===== src/rtl/rr_reg_write_arbiter_if.sv =====
// Bus between the four write requesters and the round-robin register write arbiter.
// The arbiter takes the slave side; the requesters (or a bench) take the master side.
interface rr_reg_write_arbiter_if #(
   parameter int WIDTH = 8
);
   logic [3:0]         req;
   logic [4*WIDTH-1:0] wdata;
   logic [3:0]         ack;
   logic               reg_en;
   logic [WIDTH-1:0]   reg_d;
   logic [WIDTH-1:0]   q;
   logic [1:0]         owner;
   logic               busy;

   modport master (
      output req, wdata,
      input  ack, reg_en, reg_d, q, owner, busy
   );

   modport slave (
      input  req, wdata,
      output ack, reg_en, reg_d, q, owner, busy
   );
endinterface


===== src/rtl/rr_reg_write_arbiter.sv =====
// Round-robin arbiter granting four requesters write access to one shared register,
// with a one-cycle write, a one-cycle ack and a programmable idle gap between grants.
module rr_reg_write_arbiter #(
   parameter int WIDTH = 8,
   parameter int GAP   = 1
) (
   input  logic                   clk,
   input  logic                   reset_n,
   rr_reg_write_arbiter_if.slave  bus
);

   typedef enum logic [1:0] {
      S_IDLE  = 2'd0,
      S_WRITE = 2'd1,
      S_GAP   = 2'd2
   } state_t;

   localparam logic [3:0] GAP_LOAD = (GAP == 0) ? 4'd0 : 4'(GAP - 1);

   state_t           state_q;
   logic [1:0]       ptr_q;
   logic [3:0]       cnt_q;
   logic [3:0]       ack_q;
   logic             reg_en_q;
   logic [WIDTH-1:0] reg_d_q;
   logic [WIDTH-1:0] q_q;
   logic [1:0]       owner_q;
   logic             busy_q;

   logic [1:0]       win_d;
   logic [WIDTH-1:0] wsel_d;

   // Circular search starting at p; scanning offsets high-to-low lets the
   // nearest set bit overwrite farther ones.
   function automatic logic [1:0] rr_pick(input logic [3:0] r, input logic [1:0] p);
      logic [1:0] idx;
      logic [1:0] best;
      best = p;
      for (int k = 3; k >= 0; k--) begin
         idx = p + 2'(k);
         if (r[idx]) best = idx;
      end
      return best;
   endfunction

   always_comb begin
      win_d  = rr_pick(bus.req, ptr_q);
      wsel_d = bus.wdata[win_d*WIDTH +: WIDTH];
   end

   always_ff @(posedge clk) begin
      if (!reset_n) begin
         state_q  <= S_IDLE;
         ptr_q    <= 2'd0;
         cnt_q    <= 4'd0;
         ack_q    <= 4'd0;
         reg_en_q <= 1'b0;
         reg_d_q  <= '0;
         q_q      <= '0;
         owner_q  <= 2'd0;
         busy_q   <= 1'b0;
      end else begin
         case (state_q)
            S_IDLE: begin
               if (|bus.req) begin
                  reg_d_q  <= wsel_d;
                  reg_en_q <= 1'b1;
                  ack_q    <= 4'b0001 << win_d;
                  owner_q  <= win_d;
                  ptr_q    <= win_d + 2'd1;
                  busy_q   <= 1'b1;
                  state_q  <= S_WRITE;
               end
            end
            // The shared register captures reg_d at the edge that closes WRITE.
            S_WRITE: begin
               q_q      <= reg_d_q;
               reg_en_q <= 1'b0;
               ack_q    <= 4'd0;
               if (GAP == 0) begin
                  busy_q  <= 1'b0;
                  state_q <= S_IDLE;
               end else begin
                  cnt_q   <= GAP_LOAD;
                  state_q <= S_GAP;
               end
            end
            S_GAP: begin
               if (cnt_q == 4'd0) begin
                  busy_q  <= 1'b0;
                  state_q <= S_IDLE;
               end else begin
                  cnt_q <= cnt_q - 4'd1;
               end
            end
            default: begin
               state_q  <= S_IDLE;
               reg_en_q <= 1'b0;
               ack_q    <= 4'd0;
               busy_q   <= 1'b0;
            end
         endcase
      end
   end

   assign bus.ack    = ack_q;
   assign bus.reg_en = reg_en_q;
   assign bus.reg_d  = reg_d_q;
   assign bus.q      = q_q;
   assign bus.owner  = owner_q;
   assign bus.busy   = busy_q;

endmodule


===== src/flat_wrapper.sv =====
// flat-port wrapper written by rule: the top's interface ports become plain ports
module rr_reg_write_arbiter_flat 
#(
   parameter int WIDTH = 8,
   parameter int GAP   = 1
)
  (clk, reset_n, bus_req, bus_wdata, bus_ack, bus_reg_en, bus_reg_d, bus_q, bus_owner, bus_busy);
  rr_reg_write_arbiter_if #(.WIDTH(WIDTH)) bus_i ();
  input  logic clk;
  input  logic reset_n;
  input wire logic [$bits(bus_i.req)-1:0] bus_req;
  input wire logic [$bits(bus_i.wdata)-1:0] bus_wdata;
  output wire logic [$bits(bus_i.ack)-1:0] bus_ack;
  output wire logic [$bits(bus_i.reg_en)-1:0] bus_reg_en;
  output wire logic [$bits(bus_i.reg_d)-1:0] bus_reg_d;
  output wire logic [$bits(bus_i.q)-1:0] bus_q;
  output wire logic [$bits(bus_i.owner)-1:0] bus_owner;
  output wire logic [$bits(bus_i.busy)-1:0] bus_busy;
  assign bus_i.req = bus_req;
  assign bus_i.wdata = bus_wdata;
  assign bus_ack = bus_i.ack;
  assign bus_reg_en = bus_i.reg_en;
  assign bus_reg_d = bus_i.reg_d;
  assign bus_q = bus_i.q;
  assign bus_owner = bus_i.owner;
  assign bus_busy = bus_i.busy;
  rr_reg_write_arbiter #(.WIDTH(WIDTH), .GAP(GAP)) u_core (.clk(clk), .reset_n(reset_n), .bus(bus_i));
endmodule

===== config.mk =====
export PLATFORM = sky130hd
export DESIGN_NAME = rr_reg_write_arbiter_flat
export DESIGN_NICKNAME = d
export VERILOG_FILES = /design/src/rtl/rr_reg_write_arbiter_if.sv /design/src/rtl/rr_reg_write_arbiter.sv /design/src/flat_wrapper.sv
export SDC_FILE = /design/constraint.sdc
export NUM_CORES = 1
export LEC_CHECK = 0
export CORE_UTILIZATION = 42
export CTS_CLUSTER_DIAMETER = 80
export DETAILED_ROUTE_END_ITERATION = 8
export GPL_ROUTABILITY_DRIVEN = 0
export HOLD_SLACK_MARGIN = 0.06
export PLACE_DENSITY = 0.78
export SLEW_MARGIN = 20
export SYNTH_ARGS = -nofsm -noshare
export SYNTH_HDL_FRONTEND = slang
export SYNTH_SLANG_ARGS = --single-unit

===== constraint.sdc =====
create_clock -name clk -period 2.2 [get_ports clk]
set_clock_uncertainty 0.1 [all_clocks]
set_input_delay 0.33 -clock clk [delete_from_list [all_inputs] [get_ports clk]]
set_output_delay 0.33 -clock clk [all_outputs]
set_load 0.02 [all_outputs]

==> metrics.csv <==
stage,metric,value,unit
status,status,"finished, final reports clean",
global_route,GR Util met3,6.985,%
cells_and_area,final core utilization,68.11,%
global_route,largest net degree at the start of global routing,22,
setup_path,Worst EP required,2310,ps
sta,Slew Limit Fails,0,
setup_path,startpoint types,input port,
clock_network,H-tree Lvls,2,
setup_path,endpoint type of the worst setup path,flip-flop,
floorplan,die span in x,62.14,um
power,combinational share of power,35.0,%
clock_network,TritonCTS clock tree,done,
clock_network,Max clock buf depth,2,
drt,DR pass1 iterations,4,
sta,slew margin rel.,68.76,%
sta,Period minus WS final,1907,ps
drt,Vias,1474,
placed_design,Cells after DPL,283,
synth,largest family of logic cells by synthesized area,simple AND/OR/NAND/NOR gates,
placed_design,HPWL reported at the end of detailed placement,2909,um
min_path,HP Class,reg2reg,
floorplan,I/O pins,62,
synth,multiplexer share of the synthesized area,14.00,%
clock_network,clock buffer count from CTS,5,
setup_path,Crit Path Class,in2reg,
setup_path,"Arr. time, crit path",2020,ps
setup_path,CP Max Fanout,14,
power,power per cell area,698.4,nW/um2
clock_network,Post-CTS Setup Bufs,0,
drt,WL per Instance,13.50,um
sta,Worst-Margin Slew,468.5,ps
floorplan,Starting Density,44.81,%
drt,final antenna-violating net count,0,
synth,Mean Syn Cell Area,8.935,um2
global_route,GR Layer Usage met1,26.17,%
min_path,Hold Crit Depth,2,
cells_and_area,Area Overhead vs Synth,51.98,%
synth,Simple-Gate Fraction of Synth Area,19.36,%
floorplan,die area,3861,um2
synth,Syn Nets,209,
global_route,grt total ovfl,0,
power,maximum vdd drop,0.3984,mV
synth,Yosys warning count,0,
floorplan,core area,3390,um2
synth,sequential fraction of the synthesis area,42.17,%
floorplan,row count,21,
cells_and_area,fraction of layout cells with a size suffix above 1,12.65,%
sta,Max Fclk,524.4,MHz
power,Pint,1.092,mW
cells_and_area,most frequent cells in the layout,"clkdlybuf4s50_1 (61), dfxtp_1 (32), nand2_1 (25)",
sta,final setup violating endpoints,0,
global_route,gr busiest metal,met2,
global_route,vias in the first global route,1458,
clock_network,clk sinks,32,
global_route,initial antenna violation count,0,
cells_and_area,filler instances,293,
clock_network,root buffer cell,clkbuf_4,
placed_design,input/output buffers,61,
power,Pleak,0.8750,nW
power,P_sw,520.5,uW
global_route,GRT met2 Usage,35.99,%
run,max_cap viols,0,
drt,drc violations,0,
cells_and_area,"commonest non-fill, non-tap cell in the layout",clkdlybuf4s50_1,
drt,final wirelength,3929,um
floorplan,DIE HEIGHT,62.14,um
cells_and_area,ant diodes,0,
synth,Synth Area in XOR/XNOR,0,%
drt,Iteration-0 DRC Markers,41,
clock_network,"Clk pin slew, worst setup/hold paths",90,ps
synth,adder-cell area share of the yosys netlist,0.8237,%
setup_path,Reg2Reg Depth,6,
sta,Fin. Hold Viols,0,
synth,Synth Instances,170,
cells_and_area,final net count,283,
clock_network,post-CTS sizing,0,
sta,Final Cycle Share,86.68,%
global_route,gr usage total,22.24,%
power,sequential share of power,42.8,%
clock_network,Clock Latency Late Sink,350,ps
synth,Post-Syn Area,1519,um2
cells_and_area,Layout Cells excl Fill,291,
global_route,first-pass GRT wire length,6658,um
power,sw frac,32.28,%
clock_network,hold_buf cts,0,
synth,Seq cells post-synth,32,
sta,unrepaired setup endpoints after global routing,no,
synth,Yosys cell types,30,
drt,Vias per Instance,5.065,
power,clock share of power,22.2,%
synth,area fraction in compound gates after synthesis,18.37,%
[worst max-delay path: stages]
cell             delay [ps]
clkdlybuf4s50_1         500
and3b_1                 210
a2111oi_4               290
or2_4                   200
buf_12                  150
mux2i_1                 210
o221ai_1                120
[stage by stage]
| stage | setup slack, ps | setup TNS, ps | instance area (um2) | power [mW] | hold WS (ps) |
|---|---|---|---|---|---|
| floorplan | 534.3 | 0 | 1519 | 1.015 | 323.5 |
| global placement | -20.56 | -128.5 | 2247 | 1.261 | 337.6 |
| detailed placement | -87.09 | -497.6 | 2247 | 1.267 | 343.1 |
| CTS | 307.1 | 0 | 2308 | 1.629 | 359.4 |
| global route | 226.5 | 0 | 2308 | 1.714 | 379.5 |
| finish | 293.1 | 0 | 2308 | 1.612 | 359.0 |
[power groups by stage]
stage | combinational (mW) | clock, mW | sequential, mW
2_1_floorplan | 0.256 | 0 | 0.758
5_1_grt | 0.608 | 0.407 | 0.700
3_5_place_dp | 0.564 | 0 | 0.703
3_3_place_gp | 0.559 | 0 | 0.703
4_1_cts | 0.566 | 0.373 | 0.690
6_report | 0.564 | 0.359 | 0.690
[state kept, by name, summed over array words and instances, names as in the netlist]
signal / cells
u_core.bus.q: 8
u_core.bus.ack: 4
u_core.ptr_q: 2
u_core.bus.reg_en: 1
u_core.bus.reg_d: 8
u_core.state_q: 2
u_core.bus.owner: 2
u_core.bus.busy: 1
u_core.cnt_q: 4
[synth_stat cells]
cell,count,area share [%]
clkbuf_1,6,1.5
nor2b_1,2,0.82
a311oi_2,1,0.99
or3_1,2,0.82
o21ai_0,4,1.3
nor4_1,1,0.41
o221ai_1,9,5.2
inv_1,6,1.5
a32oi_1,3,1.7
a211oi_1,1,0.49
a21oi_1,17,5.6
buf_12,1,1.3
a2111oi_4,1,1.8
nor3_2,1,0.66
nor2_1,17,4.2
or2_4,1,0.58
ha_1,1,0.82
mux2_2,2,1.5
nand2b_1,2,0.82
o221a_2,1,0.74
nand3_1,9,3.0
and2b_2,1,0.58
nand2_1,25,6.2
nor3_1,1,0.33
o21a_1,1,0.49
buf_8,1,0.99
and3b_1,1,0.58
nand2_2,1,0.41
dfxtp_1,32,42
mux2i_1,19,13
[cell type report]
type	count	area, um2	share of cell area [%]
multi-input combinational	124	798.3	34.58
timing repair buffer	75	728.2	31.54
sequential	32	640.6	27.75
tap	46	57.56	2.493
clock buffer	6	51.30	2.222
inverter	6	22.52	0.9756
clock inverter	2	10.01	0.4336
[per-layer routing]
metal | part of all wire, % | wire length (um)
met5 | 0 | 0
met3 | 6.4 | 253
met4 | 2.6 | 102
met1 | 45 | 1781
met2 | 46 | 1791
[path summary, 6_finish.rpt]
path | startpoint | to | slack [ps]
setup / recovery | bus_req[3] | u_core.bus.reg_d[4]$_SDFFE_PN0P_ | 290
hold reg to reg | u_core.bus.q[2]$_SDFFE_PN0P_ | u_core.bus.q[2]$_SDFFE_PN0P_ | 360
setup reg to reg | u_core.ptr_q[1]$_SDFFE_PN0P_ | u_core.bus.reg_d[4]$_SDFFE_PN0P_ | 400
hold / removal | u_core.bus.q[2]$_SDFFE_PN0P_ | u_core.bus.q[2]$_SDFFE_PN0P_ | 360
[cell families (layout without fill, tap and decap cells)]
logic type	count (synthesis)	count (layout)
compound gates	38	38
simple gates	64	64
mux	21	21
flops	32	32
fa+ha+maj	1	1
buf+inv	14	89
No activity file was read; power rests on OpenSTA's default activity.
